===== config.mk =====
export PLATFORM = sky130hd
export DESIGN_NAME = amiga_pll_reconfig_seq
export DESIGN_NICKNAME = d
export VERILOG_FILES = /design/src/rtl/amiga_clk_pkg.sv /design/src/rtl/amiga_sync2.sv /design/src/rtl/amiga_pll_reconfig_seq.sv
export SDC_FILE = /design/constraint.sdc
export NUM_CORES = 1
export LEC_CHECK = 0
export ABC_AREA = 1
export BUFFER_PORTS_ARGS = -buffer_cell sky130_fd_sc_hd__buf_2
export CAP_MARGIN = 20
export CORE_ASPECT_RATIO = 1.5
export CORE_MARGIN = 3
export CORE_UTILIZATION = 43
export DETAILED_ROUTE_END_ITERATION = 16
export PLACE_DENSITY = 0.68
export SLEW_MARGIN = 15
export SYNTH_ARGS = -nofsm -noshare
export SYNTH_HDL_FRONTEND = slang
export SYNTH_SLANG_ARGS = --single-unit

===== constraint.sdc =====
create_clock -name clk_in -period 2.21 [get_ports clk_in]
set_clock_uncertainty 0.05 [all_clocks]
set_input_delay 0.221 -clock clk_in [delete_from_list [all_inputs] [get_ports clk_in]]
set_output_delay 0.221 -clock clk_in [all_outputs]
set_load 0.005 [all_outputs]

===== src/rtl/amiga_clk_pkg.sv =====
// Shared definitions for the Amiga clock-generation blocks.
//   pll_seq_state_t : states of the PLL reconfiguration sequencer
//   DEF_*           : default timeouts / retry limit for the sequencer
//   timer_width()   : width of an unsigned down-counter able to hold the
//                     larger of two timeout values
package amiga_clk_pkg;

  typedef enum logic [2:0] {
    IDLE,
    LOAD,
    LOAD_WAIT,
    WAIT_BUSY,
    RECONF,
    RUN,
    LOCK,
    FAIL
  } pll_seq_state_t;

  localparam int DEF_RECONF_TIMEOUT = 1000;
  localparam int DEF_LOCK_TIMEOUT   = 4096;
  localparam int DEF_MAX_RETRIES    = 2;

  function automatic int timer_width(input int a, input int b);
    int m;
    m = (a > b) ? a : b;
    return $clog2(m + 1);
  endfunction

endpackage


===== src/rtl/amiga_sync2.sv =====
// Two-flop synchroniser for a single asynchronous level signal.
// Ports:
//   clk : destination clock
//   rst : asynchronous active-high reset (output returns to 0)
//   d   : asynchronous input
//   q   : input re-timed to clk, two flops of latency
module amiga_sync2 (
  input  logic clk,
  input  logic rst,
  input  logic d,
  output logic q
);

  logic meta;

  always_ff @(posedge clk or posedge rst) begin
    if (rst) begin
      meta <= 1'b0;
      q    <= 1'b0;
    end else begin
      meta <= d;
      q    <= meta;
    end
  end

endmodule


===== src/rtl/amiga_pll_reconfig_seq.sv =====
// PAL/NTSC switching sequencer for the Amiga clock PLL.
// Watches the synchronised mode request and, when it differs from the mode
// programmed into the PLL, drives the reconfig core through ROM load,
// reconfig and re-lock, holding the downstream clock generators off
// (sys_hold) until the new clocks are stable.
//
// Optional feature: define MINIMIG_PLL_RECONFIG_RETRY_EN to retry a failed
// sequence (RUN or LOCK timeout) up to MAX_RETRIES times before reporting
// err. Without it a timeout goes straight to FAIL.
//
// Ports:
//   clk_in         : reconfig clock (27 MHz board input)
//   rst            : asynchronous active-high reset
//   ntsc           : requested mode, 1 = NTSC (asynchronous)
//   pll_locked     : PLL lock (asynchronous)
//   busy           : reconfig core busy
//   write_from_rom : 1-cycle pulse, start ROM -> scan chain load
//   reconfig       : 1-cycle pulse, apply scan chain
//   reconfig_reset : 1-cycle pulse, reset a stuck reconfig core
//   rom_sel_ntsc   : ROM image select, held for the whole sequence
//   cur_ntsc       : mode currently programmed into the PLL
//   sys_hold       : hold request for the generated-clock logic
//   done           : 1-cycle pulse, sequence completed with lock
//   err            : sticky failure flag, cleared by rst or next done
module amiga_pll_reconfig_seq
  import amiga_clk_pkg::*;
#(
  parameter int RECONF_TIMEOUT = DEF_RECONF_TIMEOUT,
  parameter int LOCK_TIMEOUT   = DEF_LOCK_TIMEOUT,
  parameter int MAX_RETRIES    = DEF_MAX_RETRIES
) (
  input  logic clk_in,
  input  logic rst,
  input  logic ntsc,
  input  logic pll_locked,
  input  logic busy,
  output logic write_from_rom,
  output logic reconfig,
  output logic reconfig_reset,
  output logic rom_sel_ntsc,
  output logic cur_ntsc,
  output logic sys_hold,
  output logic done,
  output logic err
);

  localparam int TMR_W = timer_width(RECONF_TIMEOUT, LOCK_TIMEOUT);
  localparam logic [TMR_W-1:0] T_RECONF = TMR_W'(RECONF_TIMEOUT);
  localparam logic [TMR_W-1:0] T_LOCK   = TMR_W'(LOCK_TIMEOUT);
  localparam logic [TMR_W-1:0] T_ONE    = TMR_W'(1);

  // A timer that is loaded with less than 2 would expire on its load value.
  if (RECONF_TIMEOUT < 2 || LOCK_TIMEOUT < 2 || MAX_RETRIES < 0) begin : g_param_check
    $error("amiga_pll_reconfig_seq: timeouts must be >= 2, MAX_RETRIES >= 0");
  end

  logic ntsc_s;
  logic locked_s;

  amiga_sync2 u_sync_ntsc (
    .clk (clk_in),
    .rst (rst),
    .d   (ntsc),
    .q   (ntsc_s)
  );

  amiga_sync2 u_sync_locked (
    .clk (clk_in),
    .rst (rst),
    .d   (pll_locked),
    .q   (locked_s)
  );

  pll_seq_state_t state, state_nxt;
  logic [TMR_W-1:0] timer, timer_nxt, timer_dec;
  logic wfr_nxt, reconfig_nxt, rr_nxt, done_nxt;
  logic rom_sel_nxt, cur_nxt, hold_nxt, err_nxt;
  logic fail_req;

`ifdef MINIMIG_PLL_RECONFIG_RETRY_EN
  localparam int RETRY_W = (MAX_RETRIES > 0) ? $clog2(MAX_RETRIES + 1) : 1;
  localparam logic [RETRY_W-1:0] RETRY_MAX = RETRY_W'(MAX_RETRIES);
  localparam logic [RETRY_W-1:0] RETRY_ONE = RETRY_W'(1);
  logic [RETRY_W-1:0] retry_cnt, retry_nxt;
`endif

  // Saturating decrement: the timer parks at 1 and never wraps.
  assign timer_dec = (timer > T_ONE) ? timer - T_ONE : timer;

  always_comb begin
    state_nxt    = state;
    timer_nxt    = timer;
    wfr_nxt      = 1'b0;
    reconfig_nxt = 1'b0;
    rr_nxt       = 1'b0;
    done_nxt     = 1'b0;
    rom_sel_nxt  = rom_sel_ntsc;
    cur_nxt      = cur_ntsc;
    err_nxt      = err;
    hold_nxt     = 1'b1;
    fail_req     = 1'b0;
`ifdef MINIMIG_PLL_RECONFIG_RETRY_EN
    retry_nxt    = retry_cnt;
`endif

    case (state)
      IDLE: begin
`ifdef MINIMIG_PLL_RECONFIG_RETRY_EN
        retry_nxt = '0;
`endif
        if (ntsc_s != cur_ntsc) begin
          rom_sel_nxt = ntsc_s;
          wfr_nxt     = 1'b1;
          state_nxt   = LOAD;
        end else begin
          hold_nxt = ~locked_s;
        end
      end
      LOAD:      state_nxt = LOAD_WAIT;
      LOAD_WAIT: state_nxt = WAIT_BUSY;
      WAIT_BUSY: begin
        // A core that is already busy here is waited on indefinitely; only
        // the RUN timeout covers a stuck core.
        if (!busy) begin
          reconfig_nxt = 1'b1;
          timer_nxt    = T_RECONF;
          state_nxt    = RECONF;
        end
      end
      RECONF:    state_nxt = RUN;
      RUN: begin
        timer_nxt = timer_dec;
        if (!busy) begin
          timer_nxt = T_LOCK;
          state_nxt = LOCK;
        end else if (timer_dec == T_ONE) begin
          rr_nxt   = 1'b1;
          fail_req = 1'b1;
        end
      end
      LOCK: begin
        timer_nxt = timer_dec;
        if (locked_s) begin
          cur_nxt   = rom_sel_ntsc;
          done_nxt  = 1'b1;
          err_nxt   = 1'b0;
          state_nxt = IDLE;
        end else if (timer_dec == T_ONE) begin
          fail_req = 1'b1;
        end
      end
      FAIL: begin
        // cur_ntsc is untouched, so IDLE retries at once if still requested.
        err_nxt   = 1'b1;
        state_nxt = IDLE;
      end
      default: state_nxt = IDLE;
    endcase

    if (fail_req) begin
`ifdef MINIMIG_PLL_RECONFIG_RETRY_EN
      if (retry_cnt < RETRY_MAX) begin
        // Retry restarts at the ROM load with the same image, resetting the
        // core on the way (RUN has already requested this reset).
        retry_nxt = retry_cnt + RETRY_ONE;
        rr_nxt    = 1'b1;
        wfr_nxt   = 1'b1;
        state_nxt = LOAD;
      end else begin
        state_nxt = FAIL;
      end
`else
      state_nxt = FAIL;
`endif
    end
  end

  always_ff @(posedge clk_in or posedge rst) begin
    if (rst) begin
      state          <= IDLE;
      timer          <= '0;
      write_from_rom <= 1'b0;
      reconfig       <= 1'b0;
      reconfig_reset <= 1'b0;
      done           <= 1'b0;
      rom_sel_ntsc   <= 1'b0;
      cur_ntsc       <= 1'b0;
      sys_hold       <= 1'b1;
      err            <= 1'b0;
`ifdef MINIMIG_PLL_RECONFIG_RETRY_EN
      retry_cnt      <= '0;
`endif
    end else begin
      state          <= state_nxt;
      timer          <= timer_nxt;
      write_from_rom <= wfr_nxt;
      reconfig       <= reconfig_nxt;
      reconfig_reset <= rr_nxt;
      done           <= done_nxt;
      rom_sel_ntsc   <= rom_sel_nxt;
      cur_ntsc       <= cur_nxt;
      sys_hold       <= hold_nxt;
      err            <= err_nxt;
`ifdef MINIMIG_PLL_RECONFIG_RETRY_EN
      retry_cnt      <= retry_nxt;
`endif
    end
  end

endmodule


* Word-level counts from Yosys, hierarchy flattened
Index checks and enable logic that the tools add are counted.
Storage, ports and cells: register bits after elaboration 28, output and inout bits 8, word-level logic and storage cells 65
Operators by class: add/subtract/negate cells 1, magnitude comparators 1, equal/unequal tests 15, multiplexer cells 25, bitwise logic cells 1, reduce and logical (&&, ||, !) cells 8
Operators by type and width (number):
- $mux 13 | 3
- $pmux 13 s3 | 1
- $pmux 3 s8 | 1
- $mux 3 | 5
- $eq 13x1->1 const B | 1
- $gt 13x1->1 const B | 1
- $mux 1 | 13
- $sub 13x1->13 const B | 1
- $eq 3x3->1 const B | 4
- $ne 3x3->1 const B | 3
- $reduce_and 2->1 | 4
- $eq 3x2->1 const B | 2
- $pmux 1 s2 | 2
- $reduce_and 4->1 | 1
- $eq 3x1->1 const B | 1
- $logic_not 3->1 | 1
- $ne 3x2->1 const B | 1
- $reduce_bool 3->1 | 1
- $ne 2x1->1 const B | 1
- $ne 2x2->1 const B | 1
- $reduce_bool 2->1 | 1
- $ne 1x1->1 | 1
- $not 1->1 | 1

* Logic depth before layout (Yosys ltp)
Gate-level depths: netlist of the first run.
depth in word-level cells 8, mapped depth 13, gate-level depth less buffers 12

* Hierarchy
Synthesis of the first run repeated with hierarchy kept, for this count alone.
Unflattened totals: cells, all modules 213, area total of the unflattened synthesis 1576.5 um2
By module, submodules not included:
- amiga_pll_reconfig_seq | instances 1, cells an instance 207, area each 1468.9 um2, sequential area each 601.8 um2
- amiga_sync2 | instances 2, cells an instance 3, area each 53.8 um2, sequential area each 50.0 um2

* Worst setup path after synthesis of the first run
No wires, ideal clock.
path type register to register, start point reg timer[1], end point reg state[0], library setup time 66 ps, arrival time 1537 ps, required time 2094 ps, setup slack 558 ps, cell stages (with the launch flop) 14, period minus slack after synthesis 1652 ps, cell sequence dfrtp_1 inv_1 ha_1 nand2_1 nor2_1 nand2_2 nand2_4 inv_4 buf_12 nand2_2 nand2_1 nor3_2 nand3_1 nand2_1
On the way: longest elaborated chain between the ends 8
Ends and longest elaborated chain:
- start, declared | RTL line amiga_pll_reconfig_seq.sv:75 | logic [TMR_W-1:0] timer, timer_nxt, timer_dec;
- start signal, assigned | RTL line amiga_pll_reconfig_seq.sv:195 | timer <= timer_nxt;
- $sub 13x1->13 or $gt 13x1->1 (tied branches) | RTL line amiga_pll_reconfig_seq.sv:88 | assign timer_dec = (timer > T_ONE) ? timer - T_ONE : timer;
- $mux 13 (*) | RTL line amiga_pll_reconfig_seq.sv:88
- $eq 13x1->1 (*) | RTL line amiga_pll_reconfig_seq.sv:136, amiga_pll_reconfig_seq.sv:148
- $mux 1 (*) | RTL line amiga_pll_reconfig_seq.sv:136, amiga_pll_reconfig_seq.sv:148
- $mux 1 (on tied branches) | RTL line amiga_pll_reconfig_seq.sv:143, amiga_pll_reconfig_seq.sv:133
- $pmux 1 s2 (*) | RTL line amiga_pll_reconfig_seq.sv:106 | case (state)
- $ne 3x2->1 (no source line) or $ne 3x3->1 (tied branches)
- $reduce_and 4->1 (no source line)
- end signal, assigned | RTL line amiga_pll_reconfig_seq.sv:194 | state <= state_nxt;
- end, declared | RTL line amiga_pll_reconfig_seq.sv:74 | pll_seq_state_t state, state_nxt;
Every way passes the cells marked *; elsewhere a longest branch is shown, timed or not. A chain may end at the register's enable or synchronous reset.

* Worst setup path in the final report of the first run
start point reg timer[0], end point reg state[0]
Same word-level chain as after synthesis.

==> results of run 1 <==
[stage by stage]
step                worst slack [ns]  area [sq um]
detailed placement             0.354          1740
finish                         0.320          1840
floorplan                      0.558          1640
CTS                            0.329          1840
global placement               0.346          1740
global route                  0.0305          1840
[kinds of logic after synthesis]
kind of cell | Yosys count
compound gates | 27
xor+xnor | 7
fa+ha+maj | 2
buf+inv | 30
flops | 28
simple gates | 117
[final cells by class]
| type | count | area share |
|---|---|---|
| Multi-Input combinational cell | 153 | 0.436 |
| Sequential cell | 28 | 0.381 |
| Tap cell | 42 | 0.0285 |
| Clock inverter | 1 | 0.0163 |
| Inverter | 28 | 0.0584 |
| Timing Repair Buffer | 17 | 0.0571 |
| Clock buffer | 3 | 0.0224 |
[path summary, 6_finish.rpt]
| kind | from | endpoint | slack, ns | cells past startpoint |
|---|---|---|---|---|
| setup / recovery | timer[0]$_DFFE_PP0P_ | state[0]$_DFFE_PP0P_ | 0.32 | 12 |
| hold / removal | busy | reconfig_reset$_DFF_PP0_ | 0.21 | 3 |
| hold reg to reg | u_sync_ntsc.meta$_DFF_PP0_ | u_sync_ntsc.q$_DFF_PP0_ | 0.31 | 0 |
| min in group asynchronous | rst | write_from_rom$_DFF_PP0_ | 0.50 | 3 |
| setup reg to reg | timer[0]$_DFFE_PP0P_ | state[0]$_DFFE_PP0P_ | 0.32 | 12 |
| max in group asynchronous | rst | sys_hold$_DFF_PP1_ | 0.93 | 4 |
[worst max-delay path: stages (launching register included)]
cell and delay (ns):
sky130_fd_sc_hd__dfrtp_1 0.41, sky130_fd_sc_hd__inv_2 0.13, sky130_fd_sc_hd__ha_1 0.28, sky130_fd_sc_hd__nand2_1 0.14, sky130_fd_sc_hd__nor2_1 0.15, sky130_fd_sc_hd__nand2_1 0.06
sky130_fd_sc_hd__nand2_1 0.06, sky130_fd_sc_hd__nand2_1 0.05, sky130_fd_sc_hd__nand2_1 0.10, sky130_fd_sc_hd__nand4_1 0.11, sky130_fd_sc_hd__nor2_1 0.09, sky130_fd_sc_hd__nand3_1 0.11
sky130_fd_sc_hd__nand2_1 0.08
[layer usage]
layer  vias up  track usage  part of all wire
met3        10       0.0173             0.026
li1        704            -                 -
met1       614        0.182              0.38
met2        26        0.354              0.56
met4         0        0.105             0.035
met5         -            0                 0
[power by group through the flow]
stage          Clock, uW  Sequential [uW]  Combinational, uW
2_1_floorplan          0              841               1070
3_3_place_gp           0              878               1370
3_5_place_dp           0              880               1380
4_1_cts              409              872               1400
5_1_grt              427              902               1590
6_report             397              875               1390
[layout by cell type, fill, tap and decap left out, types with 3 or more instances in the layout]
master,count
sky130_fd_sc_hd__nand2_1,57
sky130_fd_sc_hd__dfrtp_1,27
sky130_fd_sc_hd__nor2_1,24
sky130_fd_sc_hd__inv_1,23
sky130_fd_sc_hd__o21ai_0,19
sky130_fd_sc_hd__buf_2,12
sky130_fd_sc_hd__nand3_1,10
sky130_fd_sc_hd__nand2_2,7
sky130_fd_sc_hd__nand2_4,5
sky130_fd_sc_hd__inv_2,4
sky130_fd_sc_hd__nor2_2,4
sky130_fd_sc_hd__o22ai_1,4
sky130_fd_sc_hd__xor2_1,4
sky130_fd_sc_hd__nand4_1,3
sky130_fd_sc_hd__xnor2_1,3
sky130_fd_sc_hd__clkbuf_8,3
sky130_fd_sc_hd__dlygate4sd3_1,3
[repair_timing]
action                                 CTS  global route
resized for setup                        0             0
endpoints found under the hold margin   16             0
hold buffers                             3             0
[Yosys cell counts]
| cell type | n |
|---|---|
| sky130_fd_sc_hd__ha_1 | 2 |
| sky130_fd_sc_hd__o221ai_1 | 1 |
| sky130_fd_sc_hd__inv_2 | 4 |
| sky130_fd_sc_hd__nor2_1 | 24 |
| sky130_fd_sc_hd__nand2_1 | 57 |
| sky130_fd_sc_hd__dfstp_2 | 1 |
| sky130_fd_sc_hd__inv_4 | 1 |
| sky130_fd_sc_hd__nor2_4 | 1 |
| sky130_fd_sc_hd__nand4_1 | 3 |
| sky130_fd_sc_hd__o21ai_0 | 19 |
| sky130_fd_sc_hd__clkbuf_1 | 1 |
| sky130_fd_sc_hd__nand3b_1 | 1 |
| sky130_fd_sc_hd__o22ai_1 | 4 |
| sky130_fd_sc_hd__nor2_8 | 1 |
| sky130_fd_sc_hd__dfrtp_1 | 27 |
| sky130_fd_sc_hd__xor2_1 | 4 |
| sky130_fd_sc_hd__xnor2_1 | 3 |
| sky130_fd_sc_hd__nor3_2 | 2 |
| sky130_fd_sc_hd__buf_12 | 1 |
| sky130_fd_sc_hd__nand2_4 | 5 |
| sky130_fd_sc_hd__nand2_2 | 7 |
| sky130_fd_sc_hd__o211ai_1 | 2 |
| sky130_fd_sc_hd__nor3_1 | 2 |
| sky130_fd_sc_hd__a31oi_1 | 1 |
| sky130_fd_sc_hd__inv_1 | 23 |
| sky130_fd_sc_hd__nand3_1 | 10 |
| sky130_fd_sc_hd__nor2_2 | 4 |
==> impl_metrics.ini, run 1 <==
[setup_path]
timing_worst_setup_path_type = flip-flop to flip-flop
worstPathMaxFanout = 5
cp-start-kind = flip-flop
crit_required_ns = 2.37
category_of_the_worst_setup_path_capture_point = flip-flop
worstPathArrival_ns = 2.05

[clock_network]
clock_insertion_delay_worst_skew_ns = 0.27
cts-buffers-inserted = 3
postCtsSetupRepairBufs = 0
tritoncts = built
max-clock-path-buffers = 2
worst_setup_hold_path_clk_slew_ns = 0.09
cts_num_sinks = 28
clock_tree.htree_level_count = 1
cts_root_buf = sky130_fd_sc_hd__clkbuf_8

[floorplanning]
initial_utilization = 0.462
fp.dieArea_sq_um = 4600
die_height_um = 81.6
num_rows = 26
design.core.area_sq_um = 3550
floorplan.die.width_um = 56.4
io_pins = 13

[sta]
fin_crit_sh = 0.855
grt_setup_unrepaired = false
max_slew_margin = 0.617
hold_ws_ns = 0.215
finalCriticalPeriod_ns = 1.89
finalMaxSlewViolations = 0
finalHoldViolations = 0
fin_tns_setup_ns = 0
max_freq_mhz = 529
finalSetupViolCount = 0
timing_worst_slew_pin_value_ns = 0.574

[logic_synthesis]
synth.cell_area_sq_um = 1640
ys.warnings.count = 0
synthesis.instances = 211
post-synth-top-area-cell = sky130_fd_sc_hd__dfrtp_1
synthesis_stage_register_bit_count = 28
synth_compound_area_frac = 0.0917
post_synth_fa_ha_maj_area_fraction = 0.0153
synth_xor_area_frac = 0.0375
synth.lib_cells_used.distinct = 27
post-synth-top-area-fraction = 0.413
synth-seq-area-share = 0.429
muxShareOfSynthArea = 0
avgSynthCellArea_sq_um = 7.76
yosys.area_share.simple = 0.346
largest_family_of_logic_cells_by_synthesized_area = simple AND/OR/NAND/NOR gates
synth_area_leaders = sky130_fd_sc_hd__dfrtp_1 (41%), sky130_fd_sc_hd__nand2_1 (13%), sky130_fd_sc_hd__o21ai_0 (5.8%)
syn-num-nets = 218

[global_routing]
maximum_number_of_pins_on_one_net_before_global_route_repair = 17
grt_antenna_before_repair = 0
globalRoute.totalOverflow = 0
globalRouteTotalUtil = 0.180
grt_pass1_wl_mm = 6.35
first_global_vias = 1455

[final_layout]
top_regs = timer: 13 flops, state: 3 flops
num-nets-final = 238
register_area_sq_um = 702
registers.top_by_ff_count = timer
final_core_util = 0.519
layout-drive-gt1-share = 0.191
final_cells = 272
largest_register_ffs = 13
fill_cells = 322
multi_input_comb_area_sq_um = 803
antenna-diode-count = 0
syn2layout_area_growth_pct = 12.5

[detailed_routing]
vias = 1354
detailedRoute.firstPassIterationCount = 4
detailedRoute.firstIterationViolations = 29
routedWlPerCell_um = 13.5
route.antenna.remaining_nets = 0
drcViolationCount = 0
vias_per_cell = 4.98
route.final.wire_length_mm = 3.68

[placement]
hpwl_mm = 2.95
place.gp.congestion = 0.867
port_buffers = 12
numPlacedInstances = 265

[min_path]
worst_hold_check_path_type = primary input to flip-flop

[power_and_ir_drop]
power_per_cell_area_nw_per_um2 = 1450
cellInternalPower_uw = 1430
power.switching_fraction = 0.465
peakVddDrop_mv = 0.876
sequentialPowerShare = 0.328
post-layout-total-power_uw = 2670
leakage_power_figure_uw = 0.000936
comb_power_share = 0.523
pwr-share-clk = 0.149
net-switching-power_uw = 1240

[run_status]
run_status = complete, no violations

[job]
max-cap-violations = 0
(Power assumes the default switching activity.)
==> run 2: changes to the inputs <==
--- a/config.mk
+++ b/config.mk
@@ -12,8 +12,9 @@
 export CORE_MARGIN = 3
 export CORE_UTILIZATION = 43
 export DETAILED_ROUTE_END_ITERATION = 16
-export PLACE_DENSITY = 0.68
+export PLACE_DENSITY = 0.69
 export SLEW_MARGIN = 15
 export SYNTH_ARGS = -nofsm -noshare
 export SYNTH_HDL_FRONTEND = slang
+export SYNTH_HIERARCHICAL = 1
 export SYNTH_SLANG_ARGS = --single-unit
==> impl_metrics.ini, run 2 <==
[floorplanning]
num_rows = 26
floorplan.die.width_um = 55.4
die_height_um = 80.2
design.core.area_sq_um = 3480
io_pins = 13
fp.dieArea_sq_um = 4440
initial_utilization = 0.453

[run_status]
run_status = complete, no violations

[sta]
max_freq_mhz = 535
finalMaxSlewViolations = 0
max_slew_margin = 0.759
fin_tns_setup_ns = 0
finalSetupViolCount = 0
finalHoldViolations = 0
finalCriticalPeriod_ns = 1.87
fin_crit_sh = 0.846
hold_ws_ns = 0.154
grt_setup_unrepaired = false
worst_slack_ns = 0.340
timing_worst_slew_pin_value_ns = 0.361

[setup_path]
timing_worst_setup_path_type = flip-flop to flip-flop
worstPathArrival_ns = 2.04
reg2reg_from = timer[1]$_DFFE_PP0P_
crit_required_ns = 2.38
category_of_the_worst_setup_path_capture_point = flip-flop
cp-start-kind = flip-flop
worst_r2r_path_depth = 12
worstPathMaxFanout = 14
r2r_setup_slack_ns = 0.34
r2r_end = state[0]$_DFFE_PP0P_

[min_path]
worst_hold_check_path_type = primary input to flip-flop
startpoint_of_the_worst_hold_path = busy
hold_end = reconfig$_DFF_PP0_
whs_path_depth = 2

[power_and_ir_drop]
peakVddDrop_mv = 0.647
cellInternalPower_uw = 1440
power.switching_fraction = 0.470
leakage_power_figure_uw = 0.000922
net-switching-power_uw = 1280
power_per_cell_area_nw_per_um2 = 1530
sequentialPowerShare = 0.319
comb_power_share = 0.533
pwr-share-clk = 0.148

[placement]
hpwl_mm = 2.80
place.gp.congestion = 0.959
preCtsSetupSlack_ns = 0.396
port_buffers = 12

[detailed_routing]
route.antenna.remaining_nets = 0
detailedRoute.firstIterationViolations = 40
vias = 1396
routedWlPerCell_um = 13.2
detailedRoute.firstPassIterationCount = 4
drcViolationCount = 0
route.final.wire_length_mm = 3.60
vias_per_cell = 5.11

[logic_synthesis]
yosysMostFrequentCell = sky130_fd_sc_hd__nand2_1
synth-seq-area-share = 0.445
synthesis_stage_register_bit_count = 28
post-synth-top-area-cell = sky130_fd_sc_hd__dfrtp_1
synth.cells.most_frequent = sky130_fd_sc_hd__nand2_1 (56), sky130_fd_sc_hd__inv_1 (29), sky130_fd_sc_hd__nor2_1 (28)
synthesis.instances = 213
synth_edf_count = 0
synth_flop_cell = sky130_fd_sc_hd__dfrtp_1
async_reset_ff_frac = 1.00
avgSynthCellArea_sq_um = 7.40
post-synth-top-area-fraction = 0.429
synth_area_leaders = sky130_fd_sc_hd__dfrtp_1 (43%), sky130_fd_sc_hd__nand2_1 (13%), sky130_fd_sc_hd__inv_1 (6.9%)
ys.warnings.count = 6
syn-num-nets = 220
synth.cell_area_sq_um = 1580
synth.lib_cells_used.distinct = 25

[final_layout]
num-nets-final = 239
largest_register_ffs = 13
registers.top_by_ff_count = timer
fill_cells = 341
syn2layout_area_growth_pct = 13.0
mostFrequentLayoutCells = sky130_fd_sc_hd__nand2_1 (56), sky130_fd_sc_hd__inv_1 (29), sky130_fd_sc_hd__nor2_1 (28)
top_regs = timer: 13 flops, state: 3 flops
layout-drive-gt1-share = 0.139
antenna-diode-count = 0
mostFrequentLayoutCell = sky130_fd_sc_hd__nand2_1

[clock_network]
cts_num_sinks = 28
cts_root_buf = sky130_fd_sc_hd__clkbuf_8
clock_tree.htree_level_count = 1
cts-buffers-inserted = 3
tritoncts = built
clock_insertion_delay_worst_skew_ns = 0.27
post_cts_resize_count = 0
worst_setup_hold_path_clk_slew_ns = 0.10
max-clock-path-buffers = 2

[global_routing]
maximum_number_of_pins_on_one_net_before_global_route_repair = 25
globalRouteTotalUtil = 0.182
grt_pass1_wl_mm = 6.26
globalRoute.totalOverflow = 0
first_global_vias = 1445
grt_antenna_before_repair = 0

[job]
max-cap-violations = 0
run 2: repair_timing:
action,CTS,global route
hold buffers,3,0
endpoints found under the hold margin,29,0
setup buffers,0,0
run 2: logic make-up after synthesis:
family / Yosys count / share of synthesized area
AND/OR/NAND/NOR: 113 / 0.306
buffers and inverters: 34 / 0.0865
AO/OA/AOI/OAI: 29 / 0.107
flip-flops: 28 / 0.445
XOR/XNOR: 7 / 0.0389
adder cells (fa/ha/maj): 2 / 0.0159
run 2: how the worst max path moves through the flow:
| stage | startpoint | to | depth (start not counted) |
|---|---|---|---|
| after CTS | timer[5]$_DFFE_PP0P_ | state[0]$_DFFE_PP0P_ | 11 |
| after floorplan | timer[1]$_DFFE_PP0P_ | state[1]$_DFFE_PP0P_ | 13 |
| final | timer[1]$_DFFE_PP0P_ | state[0]$_DFFE_PP0P_ | 12 |
| after detailed placement | timer[1]$_DFFE_PP0P_ | state[0]$_DFFE_PP0P_ | 10 |
| after global placement | timer[1]$_DFFE_PP0P_ | reconfig_reset$_DFF_PP0_ | 9 |
| after global routing | timer[1]$_DFFE_PP0P_ | state[1]$_DFFE_PP0P_ | 11 |
run 2: stage by stage:
stage / area [sq um] / std cells / total power [uW] / util
4_1_cts: 1780 / 273 / 2720 / 0.512
5_1_grt: 1780 / 273 / 2980 / 0.512
6_report: 1780 / 273 / 2720 / 0.512
3_3_place_gp: 1680 / 266 / 2320 / 0.483
3_5_place_dp: 1680 / 266 / 2300 / 0.483
2_1_floorplan: 1580 / 213 / 1960 / -
run 2: worst max-delay path, cell delays in order, from the launching register on:
cell	delay [ns]
sky130_fd_sc_hd__dfrtp_1	0.43
sky130_fd_sc_hd__inv_1	0.14
sky130_fd_sc_hd__ha_1	0.17
sky130_fd_sc_hd__nand2_2	0.05
sky130_fd_sc_hd__nor2_2	0.11
sky130_fd_sc_hd__nand2_2	0.09
sky130_fd_sc_hd__nand2_2	0.10
sky130_fd_sc_hd__inv_2	0.11
sky130_fd_sc_hd__nand2_1	0.14
sky130_fd_sc_hd__nand3_1	0.10
sky130_fd_sc_hd__nor2_1	0.12
sky130_fd_sc_hd__nand3_1	0.11
sky130_fd_sc_hd__nand2_1	0.07
run 2: routing by layer:
metal  GRT usage  wire [um]  vias to the layer above
met5           0          0                        -
met4       0.119        167                        0
met3      0.0241        125                       17
met2       0.331       1880                       40
met1       0.196       1430                      632
li1            -          -                      707
run 2: power by group through the flow:
stage                     logic, uW  clock network (uW)  registers [uW]
after global routing           1660                 438             887
final                          1450                 402             866
after detailed placement       1430                   0             870
after global placement         1440                   0             875
after CTS                      1440                 414             862
after floorplan                1120                   0             835
run 2: area by class of cell:
| cell class | count | area, sq um | area share |
|---|---|---|---|
| clock buffers | 3 | 41.3 | 0.0232 |
| inverters | 32 | 120 | 0.0674 |
| multi-input cells | 151 | 738 | 0.414 |
| repair buffers | 16 | 97.6 | 0.0548 |
| well taps | 42 | 52.6 | 0.0295 |
| clock inverters | 1 | 30.0 | 0.0169 |
| flip-flops and latches | 28 | 702 | 0.394 |
==> run 3: changes to the inputs <==
--- a/config.mk
+++ b/config.mk
@@ -5,14 +5,14 @@
 export SDC_FILE = /design/constraint.sdc
 export NUM_CORES = 1
 export LEC_CHECK = 0
-export ABC_AREA = 1
+export ABC_AREA = 0
 export BUFFER_PORTS_ARGS = -buffer_cell sky130_fd_sc_hd__buf_2
 export CAP_MARGIN = 20
 export CORE_ASPECT_RATIO = 1.5
 export CORE_MARGIN = 3
 export CORE_UTILIZATION = 43
 export DETAILED_ROUTE_END_ITERATION = 16
-export PLACE_DENSITY = 0.69
+export PLACE_DENSITY = 0.71
 export SLEW_MARGIN = 15
 export SYNTH_ARGS = -nofsm -noshare
 export SYNTH_HDL_FRONTEND = slang
==> constraint.sdc (replaced) <==
create_clock -name clk_in -period 1.7 [get_ports clk_in]
set_clock_uncertainty 0.05 [all_clocks]
set_input_delay 0.17 -clock clk_in [delete_from_list [all_inputs] [get_ports clk_in]]
set_output_delay 0.17 -clock clk_in [all_outputs]
set_load 0.005 [all_outputs]
==> impl_metrics.ini, run 3 <==
[clock_network]
cts-buffers-inserted = 3
max-clock-path-buffers = 2
cts_num_sinks = 28
worst_setup_hold_path_clk_slew_ns = 0.10
clock_insertion_delay_worst_skew_ns = 0.29
tritoncts = built
clock_tree.htree_level_count = 1
cts_root_buf = sky130_fd_sc_hd__clkbuf_8

[logic_synthesis]
synth_edf_count = 0
synth.cell_area_sq_um = 1650
avgSynthCellArea_sq_um = 8.88
async_reset_ff_frac = 1.00
synth.cells.most_frequent = sky130_fd_sc_hd__dfrtp_1 (27), sky130_fd_sc_hd__o21ai_0 (21), sky130_fd_sc_hd__nor2_1 (19)
synth.lib_cells_used.distinct = 50
synth_flop_cell = sky130_fd_sc_hd__dfrtp_1
synth-seq-area-share = 0.425
yosysMostFrequentCell = sky130_fd_sc_hd__dfrtp_1
synthesis.instances = 186
post-synth-top-area-fraction = 0.409
ys.warnings.count = 6
syn-num-nets = 193
synthesis_stage_register_bit_count = 28
post-synth-top-area-cell = sky130_fd_sc_hd__dfrtp_1
synth_area_leaders = sky130_fd_sc_hd__dfrtp_1 (41%), sky130_fd_sc_hd__o21ai_0 (6.4%), sky130_fd_sc_hd__nor2_1 (4.3%)

[detailed_routing]
route.layer.met1.wl_mm = 1.88
route.antenna.remaining_nets = 0
routedWlPerCell_um = 17.7
vias_per_cell = 5.92
met3_length_um = 171
detailedRoute.firstIterationViolations = 82
detailedRoute.firstPassIterationCount = 4
vias = 1763
top_layer_used = met4
drcViolationCount = 0
route.final.wire_length_mm = 5.28
routed-wl-met2_mm = 2.94

[setup_path]
r2r_end = reconfig_reset$_DFF_PP0_
critical_path.endpoint = reconfig_reset$_DFF_PP0_
reg2reg_from = timer[9]$_DFFE_PP0P_
timing_worst_setup_path_type = flip-flop to flip-flop
crit_required_ns = 1.88
cp-start-kind = flip-flop
category_of_the_worst_setup_path_capture_point = flip-flop
worstPathMaxFanout = 3
worst_setup_path_startpoint = timer[9]$_DFFE_PP0P_
worstPathArrival_ns = 2.26
r2r_setup_slack_ns = -0.38
worst_r2r_path_depth = 5

[placement]
numPlacedInstances = 279
place.gp.congestion = 0.889
port_buffers = 12
hpwl_mm = 3.46
dpl-instance-area_sq_um = 2130
preCtsSetupSlack_ns = -0.374

[power_and_ir_drop]
power_per_cell_area_nw_per_um2 = 1610
peakVddDrop_mv = 1.22
leakage_power_figure_uw = 0.00115

[floorplanning]
initial_utilization = 0.449
die_height_um = 81.9
design.core.area_sq_um = 3680
floorplan.die.width_um = 56.6
num_rows = 27
io_pins = 13
fp.dieArea_sq_um = 4640

[run_status]
run_status = finished, violations left
failing_checks = negative setup slack

[final_layout]
mostFrequentLayoutCells = sky130_fd_sc_hd__buf_4 (49), sky130_fd_sc_hd__dfrtp_1 (24), sky130_fd_sc_hd__nor2_1 (16)
antenna-diode-count = 0
post-route-cell-area_sq_um = 2510
largest_register_ffs = 13
final_cells = 298
syn2layout_area_growth_pct = 51.9
top_regs = timer: 13 flops, state: 3 flops
final_core_util = 0.681
mostFrequentLayoutCell = sky130_fd_sc_hd__buf_4
registers.top_by_ff_count = timer
layout-drive-gt1-share = 0.459
fill_cells = 257
num-nets-final = 263

[global_routing]
grt_pass1_wl_mm = 7.84
maximum_number_of_pins_on_one_net_before_global_route_repair = 25
globalRoute.totalOverflow = 0
first_global_vias = 1743
grt_antenna_before_repair = 0
globalRouteTotalUtil = 0.218

[sta]
finalCriticalPeriod_ns = 2.08
hold_ws_ns = 0.249
finalHoldViolations = 0
timing_worst_slew_pin_value_ns = 0.400
worst_slack_ns = -0.376
finalSetupViolCount = 16
fin_crit_sh = 1.22
max_freq_mhz = 482
max_slew_margin = 0.731
finalMaxSlewViolations = 0
grt_setup_unrepaired = true

[min_path]
worst_hold_check_path_type = primary input to asynchronous set/reset pin

[job]
max-cap-violations = 0
[run 3: critical path, cell delays in order, from the launching register on]
cell and delay, ns:
sky130_fd_sc_hd__dfrtp_1 0.40, sky130_fd_sc_hd__or4_4 0.60, sky130_fd_sc_hd__nor2_4 0.13, sky130_fd_sc_hd__mux2_4 0.32, sky130_fd_sc_hd__nor4_4 0.33, sky130_fd_sc_hd__and3_1 0.19
[run 3: per-layer routing]
metal  track usage  vias up
li1              -      812
met4         0.138        0
met2         0.413       57
met3        0.0252       28
met1         0.223      866
met5             0        -
[run 3: what timing repair did]
action,in CTS,in global routing
gates cloned,0,1
buffers inserted,6,6
endpoints found under the setup margin,15,17
pin swaps,11,13
resized for setup,26,18
hold endpoints to repair,29,0
hold buffers,3,0
[run 3: cell families after synthesis]
logic type,after synthesis,share of synthesized area
simple gates,69,0.246
mux,3,0.0197
buf+inv,22,0.0515
compound gates,61,0.237
xor+xnor,1,0.00530
fa+ha+maj,2,0.0151
flops,28,0.425
[run 3: final cells by class]
class                   count  area [sq um]  area share
multi-input cells         136          1040       0.414
repair buffers             74           588       0.234
well taps                  43          53.8      0.0214
flip-flops and latches     28           706       0.281
clock inverters             1          30.0      0.0120
clock buffers               3          41.3      0.0165
inverters                  13          51.3      0.0204
[run 3: power breakdown]
part           total, uW  switching [uW]  internal (uW)
Clock                545             229            316
Combinational       2430            1260           1170
Sequential          1070             198            870
[run 3: how the worst min path moves through the flow]
stage	slack, ns	to	startpoint	cells after the start
6_report	0.25	u_sync_locked/meta$_DFF_PP0_	rst	3
5_1_grt	0.26	u_sync_locked/q$_DFF_PP0_	rst	3
4_1_cts	0.24	u_sync_locked/q$_DFF_PP0_	rst	3
3_5_place_dp	-0.004	u_sync_locked/q$_DFF_PP0_	rst	2
3_3_place_gp	-0.01	u_sync_ntsc/meta$_DFF_PP0_	rst	2
2_1_floorplan	-0.14	u_sync_locked/meta$_DFF_PP0_	rst	1
[run 3: through the flow]
stage,power (uW),setup TNS [ns]
4_1_cts,3870,-2.60
5_1_grt,4310,-5.00
3_3_place_gp,3070,-2.72
3_5_place_dp,3110,-3.12
6_report,4050,-3.84
2_1_floorplan,2250,-1.84
